### config.mk
export PLATFORM = sky130hd
export DESIGN_NAME = mem_bus_arbiter
export DESIGN_NICKNAME = d
export VERILOG_FILES = /design/src/rtl/cpu0_bus_pkg.sv /design/src/rtl/rr_pick2.sv /design/src/rtl/mem_bus_arbiter.sv
export SDC_FILE = /design/constraint.sdc
export NUM_CORES = 1
export LEC_CHECK = 0
export ABC_AREA = 1
export ABC_CLOCK_PERIOD_IN_PS = 10900
export BUFFER_PORTS_ARGS = -buffer_cell sky130_fd_sc_hd__buf_2
export CAP_MARGIN = 20
export CORE_AREA = 5 5 119 121
export CTS_CLUSTER_DIAMETER = 120
export CTS_CLUSTER_SIZE = 14
export DETAILED_ROUTE_END_ITERATION = 10
export DIE_AREA = 0 0 124 126
export HOLD_SLACK_MARGIN = 0.05
export MAX_ROUTING_LAYER = met4
export PLACE_DENSITY = 0.84
export SETUP_SLACK_MARGIN = 0.2
export SLEW_MARGIN = 15
export SYNTH_ARGS = -nofsm -noshare
export SYNTH_HDL_FRONTEND = slang
export SYNTH_SLANG_ARGS = --single-unit
### constraint.sdc
create_clock -name clock -period 10.9 [get_ports clock]
set_clock_uncertainty 0.2 [all_clocks]
set_input_delay 2.18 -clock clock [delete_from_list [all_inputs] [get_ports clock]]
set_output_delay 2.18 -clock clock [all_outputs]
set_load 0.005 [all_outputs]
### src/rtl/cpu0_bus_pkg.sv
`default_nettype none
// ============================================================================
//  Module   : cpu0_bus_pkg
//  Brief    : Shared types and constants for the CPU/DMA memory bus arbiter
//  Revision : 1.0 - initial release
// ============================================================================
package cpu0_bus_pkg;

  localparam int BUS_W = 32;

  localparam logic RW_READ  = 1'b1;
  localparam logic RW_WRITE = 1'b0;

  typedef enum logic [1:0] {
    IDLE   = 2'd0,
    ACCESS = 2'd1,
    DONE   = 2'd2
  } state_e;

  // A word access touches addr..addr+3, so the last legal start is MEM_BYTES-4
  function automatic logic addr_in_range(input logic [BUS_W-1:0] addr,
                                         input int mem_bytes);
    return (addr < BUS_W'(mem_bytes - 3));
  endfunction

endpackage
`default_nettype wire

### src/rtl/rr_pick2.sv
`default_nettype none
// ============================================================================
//  Module   : rr_pick2
//  Brief    : Two-way request picker, round-robin or fixed priority on a tie
//  Revision : 1.0 - initial release
// ============================================================================
module rr_pick2
  import cpu0_bus_pkg::*;
#(
  parameter int ROUND_ROBIN = 1
) (
  input  logic req0_i,
  input  logic req1_i,
  input  logic last_grant_i,
  output logic valid_o,
  output logic winner_o
);

  // Single requester wins outright; a tie goes to the master not granted last
  // time, or always to master 0 when round-robin is disabled
  always_comb begin
    valid_o  = req0_i | req1_i;
    winner_o = 1'b0;
    if (req0_i && req1_i) begin
      winner_o = (ROUND_ROBIN != 0) ? ~last_grant_i : 1'b0;
    end else if (req1_i) begin
      winner_o = 1'b1;
    end
  end

endmodule
`default_nettype wire

### src/rtl/mem_bus_arbiter.sv
`default_nettype none
// ============================================================================
//  Module   : mem_bus_arbiter
//  Brief    : Serialises single-word transactions from CPU (m0) and DMA (m1)
//             onto one memory port, with range checking and read capture
//  Revision : 1.0 - initial release
// ============================================================================
module mem_bus_arbiter
  import cpu0_bus_pkg::*;
#(
  parameter int WAIT_CYCLES = 0,
  parameter int MEM_BYTES   = 128,
  parameter int ROUND_ROBIN = 1
) (
  input  logic             clock,
  input  logic             reset,
  input  logic             m0_req,
  input  logic             m0_rw,
  input  logic [BUS_W-1:0] m0_addr,
  input  logic [BUS_W-1:0] m0_wdata,
  output logic             m0_ack,
  output logic             m0_err,
  output logic [BUS_W-1:0] m0_rdata,
  input  logic             m1_req,
  input  logic             m1_rw,
  input  logic [BUS_W-1:0] m1_addr,
  input  logic [BUS_W-1:0] m1_wdata,
  output logic             m1_ack,
  output logic             m1_err,
  output logic [BUS_W-1:0] m1_rdata,
  output logic             mem_en,
  output logic             mem_rw,
  output logic [BUS_W-1:0] mem_abus,
  output logic [BUS_W-1:0] mem_dbus_in,
  input  logic [BUS_W-1:0] mem_dbus_out,
  output logic             owner,
  output logic             busy
);

  // Counter must hold WAIT_CYCLES; keep at least one bit when it is zero
  localparam int CW = (WAIT_CYCLES > 0) ? $clog2(WAIT_CYCLES + 1) : 1;

  state_e                    state_q;
  logic [CW-1:0]             cnt_q;
  logic                      last_grant_q;
  logic                      owner_q;
  logic                      busy_q;
  logic                      mem_en_q;
  logic                      mem_rw_q;
  logic [BUS_W-1:0]          mem_abus_q;
  logic [BUS_W-1:0]          mem_dbus_in_q;
  logic [1:0]                ack_q;
  logic [1:0]                err_q;
  logic [1:0][BUS_W-1:0]     rdata_q;

  logic                      pick_valid;
  logic                      pick_winner;
  logic                      win_rw;
  logic [BUS_W-1:0]          win_addr;
  logic [BUS_W-1:0]          win_wdata;

  rr_pick2 #(
    .ROUND_ROBIN (ROUND_ROBIN)
  ) u_pick (
    .req0_i       (m0_req),
    .req1_i       (m1_req),
    .last_grant_i (last_grant_q),
    .valid_o      (pick_valid),
    .winner_o     (pick_winner)
  );

  // Route the winning master's request fields toward the memory port registers
  always_comb begin
    win_rw    = m0_rw;
    win_addr  = m0_addr;
    win_wdata = m0_wdata;
    if (pick_winner) begin
      win_rw    = m1_rw;
      win_addr  = m1_addr;
      win_wdata = m1_wdata;
    end
  end

  // Arbitration FSM and registered datapath; reset drops any in-flight access
  always_ff @(posedge clock or posedge reset) begin
    if (reset) begin
      state_q       <= IDLE;
      cnt_q         <= '0;
      last_grant_q  <= 1'b1;
      owner_q       <= 1'b0;
      busy_q        <= 1'b0;
      mem_en_q      <= 1'b0;
      mem_rw_q      <= RW_WRITE;
      mem_abus_q    <= '0;
      mem_dbus_in_q <= '0;
      ack_q         <= '0;
      err_q         <= '0;
      rdata_q       <= '0;
    end else begin
      case (state_q)
        IDLE: begin
          if (pick_valid) begin
            owner_q       <= pick_winner;
            last_grant_q  <= pick_winner;
            busy_q        <= 1'b1;
            mem_rw_q      <= win_rw;
            mem_abus_q    <= win_addr;
            mem_dbus_in_q <= win_wdata;
            if (addr_in_range(win_addr, MEM_BYTES)) begin
              mem_en_q <= 1'b1;
              cnt_q    <= CW'(WAIT_CYCLES);
              state_q  <= ACCESS;
            end else begin
              ack_q[pick_winner]   <= 1'b1;
              err_q[pick_winner]   <= 1'b1;
              rdata_q[pick_winner] <= '0;
              state_q              <= DONE;
            end
          end
        end
        ACCESS: begin
          if (cnt_q != '0) begin
            cnt_q <= cnt_q - CW'(1);
          end else begin
            if (mem_rw_q == RW_READ) begin
              rdata_q[owner_q] <= mem_dbus_out;
            end
            mem_en_q       <= 1'b0;
            ack_q[owner_q] <= 1'b1;
            err_q[owner_q] <= 1'b0;
            state_q        <= DONE;
          end
        end
        DONE: begin
          ack_q   <= '0;
          err_q   <= '0;
          busy_q  <= 1'b0;
          state_q <= IDLE;
        end
        default: begin
          state_q <= IDLE;
        end
      endcase
    end
  end

  assign m0_ack      = ack_q[0];
  assign m0_err      = err_q[0];
  assign m0_rdata    = rdata_q[0];
  assign m1_ack      = ack_q[1];
  assign m1_err      = err_q[1];
  assign m1_rdata    = rdata_q[1];
  assign mem_en      = mem_en_q;
  assign mem_rw      = mem_rw_q;
  assign mem_abus    = mem_abus_q;
  assign mem_dbus_in = mem_dbus_in_q;
  assign owner       = owner_q;
  assign busy        = busy_q;

endmodule
`default_nettype wire

Word level (Yosys, flattened, before mapping):

Cells that the tools add are included.

* bits of input ports: 166
* flip-flop bits (word level): 140

* equality and inequality tests: 7
* mux-type cells: 41
* add/sub/neg operators: 1
* reductions and logical operators: 14
* bitwise gates (word level): 9
* $lt $le $gt $ge: 5

Operators by type and width (count)
* $mux 64: 4
* $mux 32: 4
* $pmux 64 s2: 1
* $and 64x64->64: 1
* $bwmux 64: 1
* $demux 32 s1: 2
* $not 64->64: 1
* $lt 32x7->1 const B: 1
* $mux 2: 9
* $mux 1: 12
* $pmux 2 s3: 2
* $ne 2x2->1 const B: 5
* $reduce_and 4->1: 2
* $or 2x2->2: 3
* $pmux 1 s2: 3
* $reduce_and 2->1: 3
* $reduce_and 5->1: 1
* $lt 1x2->1 const B: 2
* $pmux 2 s2: 1
* $reduce_bool 2->1: 2
* $logic_and 1x1->1: 3
* $reduce_and 3->1: 1
* $reduce_bool 3->1: 1
* $and 2x2->2: 1
* 9 further kinds: 11

Depth between registers and ports, before layout:

Gate-level depths: netlist (run 1).

* word-level depth: 11
* mapped depth: 15
* depth with buffers taken out: 14

Hierarchy:

A second synthesis (run 1) with hierarchy kept.

* cells, all modules: 776
* area total of the unflattened synthesis: 6362.4 µm²

Modules (own cells, without submodules)
* mem_bus_arbiter: times used 1, seq. area each 3479.6 µm², cells an instance 773, area each 6347.3 µm²
* rr_pick2: times used 1, seq. area each 0.0 µm², cells an instance 3, area each 15.0 µm²

Worst setup path after synthesis (run 1):

OpenSTA, ideal clock, no wires.

* path kind: input to register
* start point: in m0_req
* end point: reg rdata_q, in the netlist m1_rdata[0]
* cell stages on the path: 13
* arrival time: 3591 ps
* library setup time: 117 ps
* required time: 10583 ps
* path slack: 6992 ps
* path through: nand2_2 > nand2_4 > buf_4 > o21ai_1 > nand2_1 > nor2_1 > nand2_1 > nor2_1 > nand3_2 > buf_6 > buf_6 > nand4_1 > nand2_1

* cells in the longest elaborated chain, start to end: 11
* elaborated cells on any way between the ends: 18

Ends and longest elaborated chain
* start, declared: line mem_bus_arbiter.sv:17 `input logic m0_req,`
* parallel branches: the longest is 11 deep, another holds $lt 32x7->1
* end signal, assigned by index: line mem_bus_arbiter.sv:126 `rdata_q[owner_q] <= mem_dbus_out;`
* end, declared: line mem_bus_arbiter.sv:54 `logic [1:0][BUS_W-1:0] rdata_q;`

Parallel ways; which one is timed is not known. The select of a mux whose other input is x is not followed.
A chain may end at the register's enable or synchronous reset.

Worst setup path in the final report (run 1):

* start point: in m0_req
* end point: reg rdata_q, in the netlist m1_rdata[7]

Same word-level chain as after synthesis.

==> metrics.md, run 1 <==
| Metric | Value |
|---|---|
| Synthesis warning total | 0 |
| CTS root buffer | clkbuf_16 |
| DRT Pass-1 Iters | 5 |
| Vias in the first global route | 6,023 |
| Rows | 42 |
| Peak supply drop | 0.119 mV |
| H-tree Lvls | 4 |
| Slowest-stage cell, CP | nand3_2 |
| Endpoints failing setup | 0 |
| Cell Pwr Density | 217 mW/mm2 |
| Final hold slack | 0.264 ns |
| Final hold vios | 0 |
| Worst EP arrival | 5.38 ns |
| CTS sink count | 139 |
| Violation count after the first detailed-route iteration | 571 |
| RD Place Congestion | 0.895 |
| Max Slew Vio Count | 0 |
| Largest net degree at the start of global routing | 92 |
| Worst hold path type | reg -> reg |
| Leakage | 4.81 nW |
| Crit path largest cell delay | 0.72 ns |
| Flop2flop setup slack | 6.94 ns |
| ANT nets after route | 0 |
| Total die area | 0.0156 mm2 |
| Avg WL per Cell | 15.6 um |
| Starting Density | 49.1% |
| DP HPWL | 13,900 um |
| WS Path Type | in -> reg |
| Routed vias/inst | 5.22 |
| Critical path buffers and inverters | 2 |
| Syn Inst Count | 773 |
| First-pass GRT wire length | 29,600 um |
| Crit. End Element | flip-flop |
| Final WL | 19,300 um |
| Fin crit period | 5.29 ns |
| Die Ht | 126 um |
| Layout cells sized above 1 | 32.9% |
| Drt drc | 0 |
| Setup Buffers After CTS | 0 |
| Met1 WL | 7580 um |
| Total CTS buffers | 17 |
| Achievable Freq | 189 MHz |
| Max_cap viols | 0 |
| RSZ-0062 raised after global routing | false |
| Critical path peak fanout | 91 |
| Total Routing Usage GR | 24.9% |
| Critical path's most frequent cell | nand2_1 |
| Clk buf depth | 2 |
| GR Overflow Total | 0 |
| Routed length on met3 | 1410 um |
| Final Cycle Share | 48.5% |
| DIE WIDTH | 124 um |
| Area Growth Syn to Fin | 32.5% |
| Final Instance Area | 0.00845 mm2 |
| Max layer used | met4 |
| CTS clk-pin slew, worst paths | 0.05 ns |
| Post-cts repair resize count | 0 |
| Library cells used by synthesis | 26 |
| FF+latch count, synth | 139 |
| Syn Nets | 942 |
| CORE AREA | 0.0130 mm2 |
| Nets | 1,216 |
| Cell Chain, Critical Path | buf_2, nand2_2, nand2_4, nand2_1, nand2_1, nand2_1, nor2_1, nand2_1, nand2_1, nor2_1, nand3_2, buf_4, nand3_2, nand2_1, nand2_1 |
| Cell Area, Placed | 0.00788 mm2 |
| Top Ports | 302 |
| Status | completed |
| Total number of vias | 6,441 |
| Worst EP required | 10.99 ns |
| WL met2 | 9700 um |
| Worst Tran Pin Value | 1.06 ns |
| CP startpoint kind | input pin |
| Setup TNS | 0 ns |
| N_diodes | 0 |
| Worst-skew pair later-pin latency | 0.41 ns |
| Hold-fix buffers, CTS | 0 |
| Port Buffers | 301 |
| TritonCTS clock tree | yes |
| Relative slew margins | 29.5% |
| Initial antenna violation count | 0 |
| CP delay by family, top | simple AND/OR/NAND/NOR gates |
| Seq/Total Area, Yosys | 54.6% |
| Synth Cell Area | 0.00637 mm2 |
| Mapped Avg Cell Area | 8.25 um2 |
## cell type report
type,count,area (um2)
fillers,1131,4530
flip-flops and latches,139,3480
multi-input cells,540,2470
repair buffers,308,1580
clock buffers,23,468
well taps,176,220
inverters,41,159
clock inverters,8,70.1
## routing by layer
| layer | up-vias | GRT usage (%) |
|---|---|---|
| met5 | - | - |
| met3 | 49 | 5.70 |
| met4 | 0 | 9.99 |
| met1 | 2998 | 29.6 |
| li1 | 3098 | - |
| met2 | 296 | 40.7 |
## where the power goes
part	leakage [nW]	switching (mW)	internal (mW)	total, mW
Clock	0.263	0.202	0.322	0.524
Sequential	1.80	0.0802	0.657	0.737
Combinational	2.75	0.358	0.216	0.574
## flip-flops by register name, summed over array words and instances (netlist names)
name / cells
ack_q: 2
busy: 1
err_q: 2
last_grant_q: 1
m0_rdata: 32
m1_rdata: 32
mem_abus: 32
mem_dbus_in: 32
mem_en: 1
mem_rw: 1
owner: 1
state_q: 2
## stage by stage
step	worst slack [ns]	total power, mW	instances	util, %
2_1_floorplan	4.80	1.06	773	-
3_3_place_gp	5.32	1.30	1203	60.7
3_5_place_dp	5.19	1.32	1203	60.7
4_1_cts	5.64	1.85	1234	64.9
5_1_grt	5.17	1.96	1235	65.1
6_report	5.61	1.83	1235	65.1
## Yosys cell counts, drive strengths merged
library cell	count	share of area (%)
dfrtp	138	54
o22ai	2	0.20
nor3	1	0.078
a22oi	1	0.12
nand3	12	1.2
o21ai	122	9.6
ha	3	0.59
a21oi	3	0.29
nand4	64	6.3
nor2	57	3.4
dfstp	1	0.41
nand2	265	16
a31oi	9	0.88
buf	29	3.0
inv	41	2.4
nand3b	1	0.12
clkbuf	24	1.4
## path summary, 6_finish.rpt
check                      depth (start not counted)         endpoint         start
max                                               15      m1_rdata[7]        m0_req
min in group asynchronous                          2     mem_abus[12]         reset
min                                                2      m0_rdata[2]   m0_rdata[2]
max reg2reg                                       14      m1_rdata[7]  last_grant_q
min reg2reg                                        2      m0_rdata[2]   m0_rdata[2]
max in group asynchronous                          4  mem_dbus_in[22]         reset
## worst min-delay path: stages (launching register included)
cell and delay [ns]:
dfrtp_1 0.33, nand2_1 0.05, nand2_1 0.05
## layout by cell type, fill, tap and decap left out, drive strengths merged, types with 5 or more instances in the layout
master	Yosys	routed
buf	29	308
o21ai	122	122
clkinv	0	5
nand3	12	12
clkbuf	24	23
nor2	57	57
nand2	265	265
nand4	64	64
inv	41	41
dfrtp	138	138
a31oi	9	9
## logic make-up after synthesis
group	synth area share, %
flops	54.6
buf+inv	6.87
simple gates	26.9
fa+ha+maj	0.589
compound gates	11.1
No activity file was read; power rests on OpenSTA's default activity.
==> run 2: changes to the inputs <==
- ABC_AREA: 1 -> 0
- ABC_CLOCK_PERIOD_IN_PS: 10900 -> 5100
- CORE_AREA: 5 5 119 121 -> 5 5 125 127
- DIE_AREA: 0 0 124 126 -> 0 0 130 132
- PLACE_DENSITY: 0.84 -> 0.79
- clock period: 10.9 -> 5.1 ns (I/O delays scaled with it)
==> metrics.md, run 2 <==
| Metric | Value |
|---|---|
| Violation count after the first detailed-route iteration | 498 |
| DP HPWL | 16,200 um |
| Rows | 44 |
| Hold-fix buffers, CTS | 0 |
| Peak supply drop | 0.262 mV |
| Worst r2r path cells | 6 |
| Library cells used by synthesis | 40 |
| First-pass GRT wire length | 33,900 um |
| ANT nets after route | 0 |
| Nets | 1,124 |
| Place WS | 1.57 ns |
| RSZ-0062 raised after global routing | false |
| Seq/Total Area, Yosys | 51.9% |
| RD Place Congestion | 0.889 |
| Primary FF master, synth | dfrtp_1 |
| Starting Density | 46.9% |
| Relative slew margins | 38.9% |
| Syn Inst Count | 677 |
| WHS Path Cells | 1 |
| Routed vias/inst | 5.78 |
| CORE AREA | 0.0143 mm2 |
| Largest net degree at the start of global routing | 84 |
| Leakage | 4.47 nW |
| Most common cell after layout, fill and taps aside | buf_2 |
| Final setup margin | 1.99 ns |
| Synth Cell Area | 0.00671 mm2 |
| Reg-to-Reg End | m0_rdata[31] |
| Endpoints failing setup | 0 |
| Vias in the first global route | 6,348 |
| Post-cts repair resize count | 0 |
| Count leader, synth | nand2_1 |
| Fin crit period | 3.11 ns |
| CTS clk-pin slew, worst paths | 0.06 ns |
| Worst hold path type | reg -> reg |
| Final WL | 21,900 um |
| WS Path Type | in -> reg |
| Final Cycle Share | 60.9% |
| Flop2flop setup slack | 2.27 ns |
| Post-synth EDFFs | 0 |
| Hold path startpoint | err_q[1] |
| Post-synth top area cell | dfrtp_1 |
| Drt drc | 0 |
| R2R Path Start | last_grant_q |
| Fillers | 1,272 |
| TritonCTS clock tree | yes |
| Worst EP arrival | 3.25 ns |
| Final hold vios | 0 |
| Final core utilization | 62.1% |
| Die Ht | 132 um |
| Synthesis warning total | 0 |
| Clk buf depth | 2 |
| Avg WL per Cell | 19.0 um |
| Max_cap viols | 0 |
| Achievable Freq | 322 MHz |
| Ys async rst share | 100% |
| CTS sink count | 139 |
| Commonest cells post-synth | 139 x nand2_1, 138 x dfrtp_1, 75 x nor2_1, 69 x a31oi_1 |
| Hold path endpoint | err_q[1] |
| Crit. End Element | flip-flop |
| Port Buffers | 301 |
| Status | completed |
| Synth area leaders | dfrtp_1 51%, a221o_1 9.6%, a22o_1 8.4% |
| Total design power | 4.04 mW |
| Total die area | 0.0172 mm2 |
| GR Overflow Total | 0 |
| FF+latch count, synth | 139 |
| DRT Pass-1 Iters | 5 |
| Syn Nets | 846 |
| Commonest cells after routing, fill and taps aside | 301 x buf_2, 139 x nand2_1, 138 x dfrtp_1 |
| Initial antenna violation count | 0 |
| Area Growth Syn to Fin | 32.5% |
| Worst EP required | 5.24 ns |
| H-tree Lvls | 4 |
| Setup TNS | 0 ns |
| Mapped Avg Cell Area | 9.91 um2 |
| Total number of vias | 6,658 |
| Layout cells sized above 1 | 37.3% |
| Max Slew Vio Count | 0 |
| DIE WIDTH | 130 um |
| Worst-skew pair later-pin latency | 0.41 ns |
| Cell Pwr Density | 455 mW/mm2 |
| Critical path peak fanout | 65 |
| CTS root buffer | clkbuf_16 |
| Synth top area share | 51.5% |
| Setup Buffers After CTS | 0 |
| CP startpoint kind | input pin |
| Total CTS buffers | 17 |
| Worst Tran Pin Value | 0.916 ns |
| Total Routing Usage GR | 25.6% |
| N_diodes | 0 |
| Top Ports | 302 |
-- run 2: changes by cell type in the layout (fill, tap and decap cells not counted), moves of 7 or more --
cell     previous run  this run
inv_1              39         6
o21ai_1            20         1
a22o_1              0        64
a31oi_1             9        69
nand3_1             9         2
nor4_1              0        10
nand2_1           262       139
o21ai_0           102        11
nor2_1             54        72
a221o_1             0        64
nand4_1            64         5
-- run 2: cell families (layout without fill, tap and decap cells) --
family | Yosys count | after routing | share of synthesized area, %
AOI/OAI and AO/OA | 227 | 227 | 27.8
adders and majority gates | 3 | 3 | 0.560
buffers and inverters | 62 | 353 | 4.61
DFF | 139 | 139 | 51.9
muxes | 1 | 1 | 0.149
and+or+nand+nor | 245 | 245 | 15.0
-- run 2: cell type report --
class	instances	area (um2)	area share, %
flip-flops and latches	139	3480	39.1
multi-input cells	476	2950	33.1
repair buffers	314	1620	18.2
clock buffers	19	443	4.98
well taps	184	230	2.59
clock inverters	13	144	1.62
inverters	7	30.0	0.338
-- run 2: through the flow --
| step | hold WS [ns] | instances | area, um2 |
|---|---|---|---|
| floorplan | 0.306 | 677 | 6710 |
| global placement | 0.299 | 1118 | 8270 |
| detailed placement | 0.309 | 1118 | 8270 |
| CTS | 0.322 | 1150 | 8860 |
| global route | 0.339 | 1152 | 8890 |
| finish | 0.322 | 1152 | 8890 |
-- run 2: worst max-delay path by stage --
stage | slack [ns] | cells past startpoint | from | to
detailed placement | 1.57 | 7 | m1_addr[7] | m0_rdata[9]
global route | 1.83 | 7 | m1_req | m0_rdata[23]
finish | 1.99 | 7 | m1_addr[24] | m0_rdata[31]
global placement | 1.62 | 7 | m1_addr[7] | m0_rdata[24]
floorplan | 2.15 | 1 | reset | ack_q[0]
CTS | 2.01 | 7 | m1_addr[7] | m1_rdata[24]
-- run 2: power breakdown --
part | internal, mW | switching, mW
Combinational | 0.498 | 0.753
Sequential | 1.40 | 0.170
Clock | 0.735 | 0.488
Total | 2.63 | 1.41
-- run 2: worst max-delay path, cell delays in order --
cell	delay (ns)
buf_2	0.11
nor4_1	0.51
nand4_1	0.25
o22a_1	0.31
nor3_4	0.17
buf_4	0.56
a221o_1	0.27
-- run 2: layer usage --
layer  routed length (um)  GRT usage [%]  part of all wire, %  vias up
met5                    0              -                    0        -
met1                 8760           32.9                   40     3170
met4                  514           8.03                  2.3        0
li1                     -              -                    -     3119
met2                10800           40.3                   49      326
met3                 1890           5.96                  8.6       43
